<file path="src/rtl/if_stage_pkg.sv">
// Shared payload types for the instruction-fetch to decode boundary.
package if_stage_pkg;

    localparam int unsigned XLEN    = 32;
    localparam int unsigned ORDER_W = 64;

    typedef struct packed {
        logic               monitor_valid;
        logic [ORDER_W-1:0] monitor_order;
        logic [XLEN-1:0]    monitor_pc_rdata;
        logic [XLEN-1:0]    monitor_pc_wdata;
    } rvfi_mon_t;

    typedef struct packed {
        logic [XLEN-1:0] pc;
        logic            branch_pred;
        logic [XLEN-1:0] predicted_pc;
        rvfi_mon_t       rvfi;
    } if_id_reg_t;

endpackage

</file>
<file path="src/rtl/if_stage.sv">
// Instruction fetch stage: single-outstanding imem requests, one-entry skid
// buffer for decode stalls, redirect flush with stale-response discard.
module if_stage
    import if_stage_pkg::*;
#(
    parameter logic [31:0] RESET_PC = 32'h1eceb000
) (
    input  logic             clk,
    input  logic             rst,
    output logic [31:0]      imem_addr,
    output logic [3:0]       imem_rmask,
    input  logic [31:0]      imem_rdata,
    input  logic             imem_resp,
    input  logic             stall,
    input  logic             redirect,
    input  logic [31:0]      redirect_pc,
    input  logic [63:0]      redirect_order,
    output logic [31:0]      inst,
    output if_id_reg_t       if_id_reg
);

    typedef enum logic [1:0] {
        S_REQ     = 2'd0,
        S_WAIT    = 2'd1,
        S_HOLD    = 2'd2,
        S_DISCARD = 2'd3
    } state_t;

    state_t      r_state;
    state_t      w_next_state;
    logic        w_accept;
    logic        w_capture;
    logic        w_drain;
    logic        w_out_valid;

    logic [31:0] r_fetch_pc;
    logic [63:0] r_order;
    logic [31:0] r_buf_inst;
    logic [31:0] r_buf_pc;
    logic [63:0] r_buf_order;
    logic [31:0] r_inst;
    if_id_reg_t  r_out;

    // Static not-taken prediction: every entry predicts fall-through.
    function automatic if_id_reg_t make_entry(input logic [31:0] pc, input logic [63:0] order);
        if_id_reg_t e;
        e.pc                    = pc;
        e.branch_pred           = 1'b0;
        e.predicted_pc          = pc + 32'd4;
        e.rvfi.monitor_valid    = 1'b1;
        e.rvfi.monitor_order    = order;
        e.rvfi.monitor_pc_rdata = pc;
        e.rvfi.monitor_pc_wdata = pc + 32'd4;
        return e;
    endfunction

    assign w_out_valid = r_out.rvfi.monitor_valid;
    assign imem_addr   = r_fetch_pc;
    assign inst        = r_inst;
    assign if_id_reg   = r_out;

    always_ff @(posedge clk) begin
        if (rst) begin
            r_state <= S_REQ;
        end else begin
            r_state <= w_next_state;
        end
    end

    // Redirect outranks stall and response in every state.
    always_comb begin
        w_next_state = r_state;
        w_accept     = 1'b0;
        w_capture    = 1'b0;
        w_drain      = 1'b0;
        imem_rmask   = 4'h0;
        case (r_state)
            S_REQ: begin
                if (!rst) begin
                    imem_rmask = 4'hf;
                end
                w_next_state = redirect ? S_DISCARD : S_WAIT;
            end
            S_WAIT: begin
                if (redirect) begin
                    w_next_state = imem_resp ? S_REQ : S_DISCARD;
                end else if (imem_resp) begin
                    if (stall && w_out_valid) begin
                        w_capture    = 1'b1;
                        w_next_state = S_HOLD;
                    end else begin
                        w_accept     = 1'b1;
                        w_next_state = S_REQ;
                    end
                end
            end
            S_HOLD: begin
                if (redirect) begin
                    w_next_state = S_REQ;
                end else if (!stall) begin
                    w_drain      = 1'b1;
                    w_next_state = S_REQ;
                end
            end
            S_DISCARD: begin
                if (imem_resp) begin
                    w_next_state = S_REQ;
                end
            end
            default: w_next_state = S_REQ;
        endcase
    end

    // The skid buffer is meaningful only while in HOLD, so it needs no valid bit.
    always_ff @(posedge clk) begin
        if (rst) begin
            r_fetch_pc  <= RESET_PC;
            r_order     <= '0;
            r_buf_inst  <= '0;
            r_buf_pc    <= '0;
            r_buf_order <= '0;
            r_inst      <= '0;
            r_out       <= '0;
        end else if (redirect) begin
            r_fetch_pc               <= redirect_pc;
            r_order                  <= redirect_order;
            r_out.rvfi.monitor_valid <= 1'b0;
        end else begin
            if (w_accept || w_capture) begin
                r_fetch_pc <= r_fetch_pc + 32'd4;
                r_order    <= r_order + 64'd1;
            end
            if (w_capture) begin
                r_buf_inst  <= imem_rdata;
                r_buf_pc    <= r_fetch_pc;
                r_buf_order <= r_order;
            end
            if (w_accept) begin
                r_out  <= make_entry(r_fetch_pc, r_order);
                r_inst <= imem_rdata;
            end else if (w_drain) begin
                r_out  <= make_entry(r_buf_pc, r_buf_order);
                r_inst <= r_buf_inst;
            end else if (!stall) begin
                r_out.rvfi.monitor_valid <= 1'b0;
            end
        end
    end

endmodule

</file>
<file path="config.mk">
export PLATFORM = sky130hd
export DESIGN_NAME = if_stage
export DESIGN_NICKNAME = d
export VERILOG_FILES = /design/src/rtl/if_stage_pkg.sv /design/src/rtl/if_stage.sv
export SDC_FILE = /design/constraint.sdc
export NUM_CORES = 1
export LEC_CHECK = 0
export CAP_MARGIN = 15
export CORE_AREA = 2 2 202 204
export CTS_BUF_LIST = sky130_fd_sc_hd__clkbuf_8 sky130_fd_sc_hd__clkbuf_16
export CTS_CLUSTER_SIZE = 30
export DETAILED_ROUTE_END_ITERATION = 16
export DIE_AREA = 0 0 204 206
export GPL_TIMING_DRIVEN = 0
export PLACE_DENSITY = 0.72
export SETUP_SLACK_MARGIN = 0.05
export SLEW_MARGIN = 25
export SYNTH_ARGS = -nofsm -noshare
export SYNTH_HDL_FRONTEND = slang
export SYNTH_SLANG_ARGS = --single-unit
</file>
<file path="constraint.sdc">
create_clock -name clk -period 3.6 [get_ports clk]
set_clock_uncertainty 0.05 [all_clocks]
set_input_delay 0.72 -clock clk [delete_from_list [all_inputs] [get_ports clk]]
set_output_delay 0.72 -clock clk [all_outputs]
set_load 0.02 [all_outputs]
</file>
After elaboration in Yosys (flattened, before gate mapping)
Cells that the tools add are included.
{"block": "classes", "n_eq_ne": 7, "bitwise": 1, "reduce_logical": 9, "add_sub_neg": 3, "mux": 33}
{"cell": "$mux W194", "n": 1}
{"cell": "$mux W128", "n": 1}
{"cell": "$mux W32", "n": 4}
{"cell": "$mux W64", "n": 2}
{"cell": "$mux W65", "n": 1}
{"cell": "$add A32 B3 Y32 const B", "n": 2}
{"cell": "$add A64 B1 Y64 const B", "n": 1}
{"cell": "$mux W2", "n": 8}
{"cell": "$mux W1", "n": 13}
{"cell": "$mux W4", "n": 2}
{"cell": "$pmux W2 S4", "n": 1}
{"cell": "$ne A3 B3 Y1 const B", "n": 2}
{"cell": "$eq A2 B2 Y1 const B", "n": 2}
{"cell": "$reduce_and A2 Y1", "n": 2}
{"cell": "$reduce_bool A2 Y1", "n": 2}
{"cell": "$ne A3 B1 Y1 const B", "n": 1}
{"cell": "$reduce_and A3 Y1", "n": 1}
{"cell": "$eq A2 B1 Y1 const B", "n": 1}
{"cell": "$logic_not A2 Y1", "n": 1}
{"cell": "$ne A2 B2 Y1 const B", "n": 1}
{"cell": "$reduce_or A2 Y1", "n": 1}
{"cell": "$logic_and A1 B1 Y1", "n": 1}
{"cell": "$logic_or A1 B1 Y1", "n": 1}
{"cell": "$not A1 Y1", "n": 1}
{"block": "word_totals", "inputBits": 133, "wordCells": 67, "ff_bits": 452, "output_inout_bits": 262}

Logic depth before layout (Yosys ltp)
{"block": "logic_depth", "word_depth": 8, "mapped_depth": 9, "depth_no_buf": 6}

Worst setup path before layout
Ideal clock, no wire load.
{"block": "synth_timing", "kind": "input port to output port", "start": "input port rst", "end": "output port imem_rmask[1]", "t_required_ns": 2.830, "path_buffers": 4, "stages": 5, "path_slack_ns": 0.661, "arrival_ns": 2.169, "path_cell_list": "clkbuf_1 > clkbuf_1 > clkbuf_1 > nor3_1 > buf_4"}
{"block": "synth_between", "elab_chain_cells": 2}
{"element": "start: declaration", "line_no": "if_stage.sv:9", "source": "input logic rst,"}
{"element": "$mux W4", "line_no": "if_stage.sv:79", "source": "if (!rst) begin"}
{"element": "$mux W4", "line_no": "if_stage.sv:77", "source": "case (r_state)"}
{"element": "end: declaration", "line_no": "if_stage.sv:11", "source": "output logic [3:0] imem_rmask,"}
Every way passes these cells.

Worst setup path in the final report
{"block": "layout_timing", "start": "input port rst", "end": "output port imem_rmask[2]"}
Same word-level chain as after synthesis.

==> impl_metrics.ini <==
[synthesis]
synth_area_um2 = 17700
syn-num-nets = 2372
synth_enable_flop_cells = 0
synth_flop_cell = dfxtp_1
ys_warn_count = 0
syn_area_per_cell_um2 = 7.93
ys_ff_latch = 385
ys_types = 63
synth_cells = 2236
ys_seq_area_share_pct = 43.5
synthArstFlopShare_pct = 0

[global_route]
grt_max_degree = 15
antenna_found_initial = 2
grt_overflow_total = 0
grt_usage_pct = 32.2
grt_pass1_wl_um = 104000
first_global_vias = 17800

[cts]
cts_root_buffer = clkbuf_16
post-cts-setup-buffers = 0
cts_num_sinks = 385
cts_buffers = 43
postCtsHoldBufs = 0
cts.clk_slew.worst_paths_ns = 0.05
h-tree-depth = 2
tritoncts = done
cts_buffer_depth = 3
worstSkewPairLatency_ns = 0.56

[floorplanning]
die_h_um = 206
core_um2 = 40200
chipWidth_um = 204
ios = 395
start_util_pct = 44.1
row_count = 74
dieArea_um2 = 42000

[timing]
rsz0062_at_grt = yes
tightest_slew_ns = 1.10
postLayoutSetupSlackWorst_ns = 0.0567
hold_viol = 0
fmax_ghz = 0.282
setup_viol = 0
fin_crit_sh_pct = 98.4
slew_violations = 0
slew-limit-headroom_pct = 26.4
period_minus_slack_ns = 3.54

[cells_and_area]
final_area_um2 = 23900
multi_input_area_um2 = 8680
fill_cells = 3648
nNetsFinal = 2810
syn_to_final_growth_pct = 34.7
final_util_pct = 59.4
final_cell_count_no_fill = 3240
drive_gt1_share_pct = 6.36
largest_reg_flops = 126
seq_area_um2 = 7710

[critical_path]
end_kind = output port
r2r_slack_ns = 0.21
start_kind = primary input
worstPathRequired_ns = 2.83
critPathTopFamily = buffers and inverters
crit_buf_inv = 5
worst_path_max_delay_cell = clkdlybuf4s50_1
path_class = in2out
crit_path_frequent_cell = clkbuf_1
path_max_fanout = 10
critical-path-max-stage-delay_ns = 0.53
critical_path_arrival_ns = 2.77
cp_cell_sequence = clkbuf_1 > clkbuf_1 > clkbuf_2 > nor3_2 > buf_4 > clkdlybuf4s50_1

[routing]
drc = 0
drt-initial-drc-count = 1931
vias = 18900
via_per_inst = 5.82
wl_per_cell_um = 21.6
wl_um = 69900
wl_met1_um = 28500
drtPass1Iterations = 6
dr_wl_met3_um = 6560
routed-wl-met2_um = 32100
top_layer = met5
ant_nets = 0

[placed_design]
gp_congestion = 0.955
postPlaceCellArea_um2 = 22400
io_buffers = 392
place_inst = 3161
dpl_worst_slack_ns = -0.638
place_hpwl_um = 52300

[power]
ir_worst_vdd_v = 0.000318
power_density_nw_per_um2 = 435
leakage_nw = 7.83

[hold_path]
hold_class = reg2reg

[outcome]
status = finished, final reports clean

[flow_run]
max-cap-violations = 0
-- what timing repair did --
| action | 4_1_cts | 5_1_grt |
|---|---|---|
| cloned | 0 | 0 |
| endpoints found under the setup margin | 15 | 23 |
| resized for setup | 3 | 4 |
-- metrics by stage --
step	hold WS, ns	power (mW)	setup TNS (ns)
detailed placement	0.397	5.83	-54.22
global placement	0.391	5.81	-91.19
global route	0.418	10.7	0
CTS	0.406	10.4	0
finish	0.403	10.4	0
floorplan	0.387	5.18	0
-- tightest hold or removal path, delay by kind of cell (launching register included) --
kind             cells  cell delay [ns]
flip-flops           1             0.31
AO/OA/AOI/OAI        1             0.05
AND/OR/NAND/NOR      1             0.05
-- power breakdown --
| group | internal (mW) | switching (mW) | total, mW |
|---|---|---|---|
| registers | 4.39 | 0.159 | 4.54 |
| clock network | 2.81 | 1.83 | 4.63 |
| logic | 0.511 | 0.710 | 1.22 |
-- placed cells by master, fill, tap and decap left out, types with 5 or more instances in the layout --
cell type,instances
clkbuf_8,6
o21ai_0,27
clkdlybuf4s50_1,392
a22oi_1,119
clkinv_2,9
mux2_2,5
mux2i_1,12
and4_1,24
a31oi_1,22
nor3_1,37
nand4_1,60
bufinv_16,6
or3_1,5
inv_1,29
a311oi_1,13
clkbuf_16,45
or4_1,10
a2111oi_0,11
o31a_1,7
a221oi_1,6
dfxtp_1,385
buf_4,71
and2_1,6
a21oi_1,290
nand3_1,54
xor2_1,48
o31ai_1,8
xnor2_1,48
nor4_1,29
clkbuf_2,6
a211oi_1,41
nor4b_1,9
nand2_1,485
nor2_1,104
clkbuf_1,170
and3_1,13
buf_1,23
o2111a_1,5
-- final cells by class --
type	count	area share, %
tap	532	2.79
clock inverter	25	1.13
timing repair buffer	393	16.5
buffer	275	5.57
antenna	3	0.0314
multi-input combinational	1555	36.4
sequential	385	32.3
clock buffer	51	5.06
inverter	21	0.330
-- metal layers --
layer	global-route usage (%)	up-vias
met5	0	-
met3	6.12	167
met2	52.4	979
li1	-	8708
met1	42.1	9001
met4	13.3	2
-- final timing paths --
| path | cells after the start | endpoint | startpoint |
|---|---|---|---|
| min reg2reg | 2 | r_buf_order[53] | r_buf_order[53] |
| max | 6 | imem_rmask[2] | rst |
| max reg2reg | 7 | if_id_reg[189] | r_state[0] |
| min | 2 | r_buf_order[53] | r_buf_order[53] |
-- synth_stat cells, types with 5 or more instances --
master | instances | area (um^2)
xnor2_1 | 48 | 420
nor4b_1 | 10 | 87.6
inv_1 | 21 | 78.8
xor2_1 | 48 | 420
o31ai_1 | 8 | 60.1
buf_4 | 71 | 533
a2111oi_0 | 11 | 96.3
or3_1 | 5 | 31.3
buf_1 | 23 | 86.3
or4_1 | 10 | 75.1
a21oi_1 | 290 | 1450
and3_1 | 13 | 81.3
o31a_1 | 7 | 61.3
a211oi_1 | 41 | 308
and2_1 | 6 | 37.5
nand2_1 | 485 | 1820
a221oi_1 | 6 | 52.6
nor3_1 | 38 | 190
nand3_1 | 54 | 270
mux2i_1 | 12 | 120
o2111a_1 | 5 | 56.3
nor4_1 | 33 | 206
a31oi_1 | 22 | 138
o21ai_0 | 27 | 135
mux2_2 | 5 | 56.3
and4_1 | 24 | 210
dfxtp_1 | 385 | 7710
clkbuf_1 | 175 | 657
a22oi_1 | 119 | 893
nor2_1 | 104 | 390
nand4_1 | 60 | 375
a311oi_1 | 13 | 114
-- logic make-up after synthesis --
kind of cell               count (synthesis)  synth area share [%]
adders and majority gates                  3                 0.212
other                                      1                0.0211
and+or+nand+nor                          868                  22.7
buffers and inverters                    296                  7.88
xor gates and xnor gates                  96                  4.74
DFF                                      385                  43.5
AOI/OAI and AO/OA                        570                  20.0
muxes                                     17                 0.995
No activity file was read; power rests on OpenSTA's default activity.
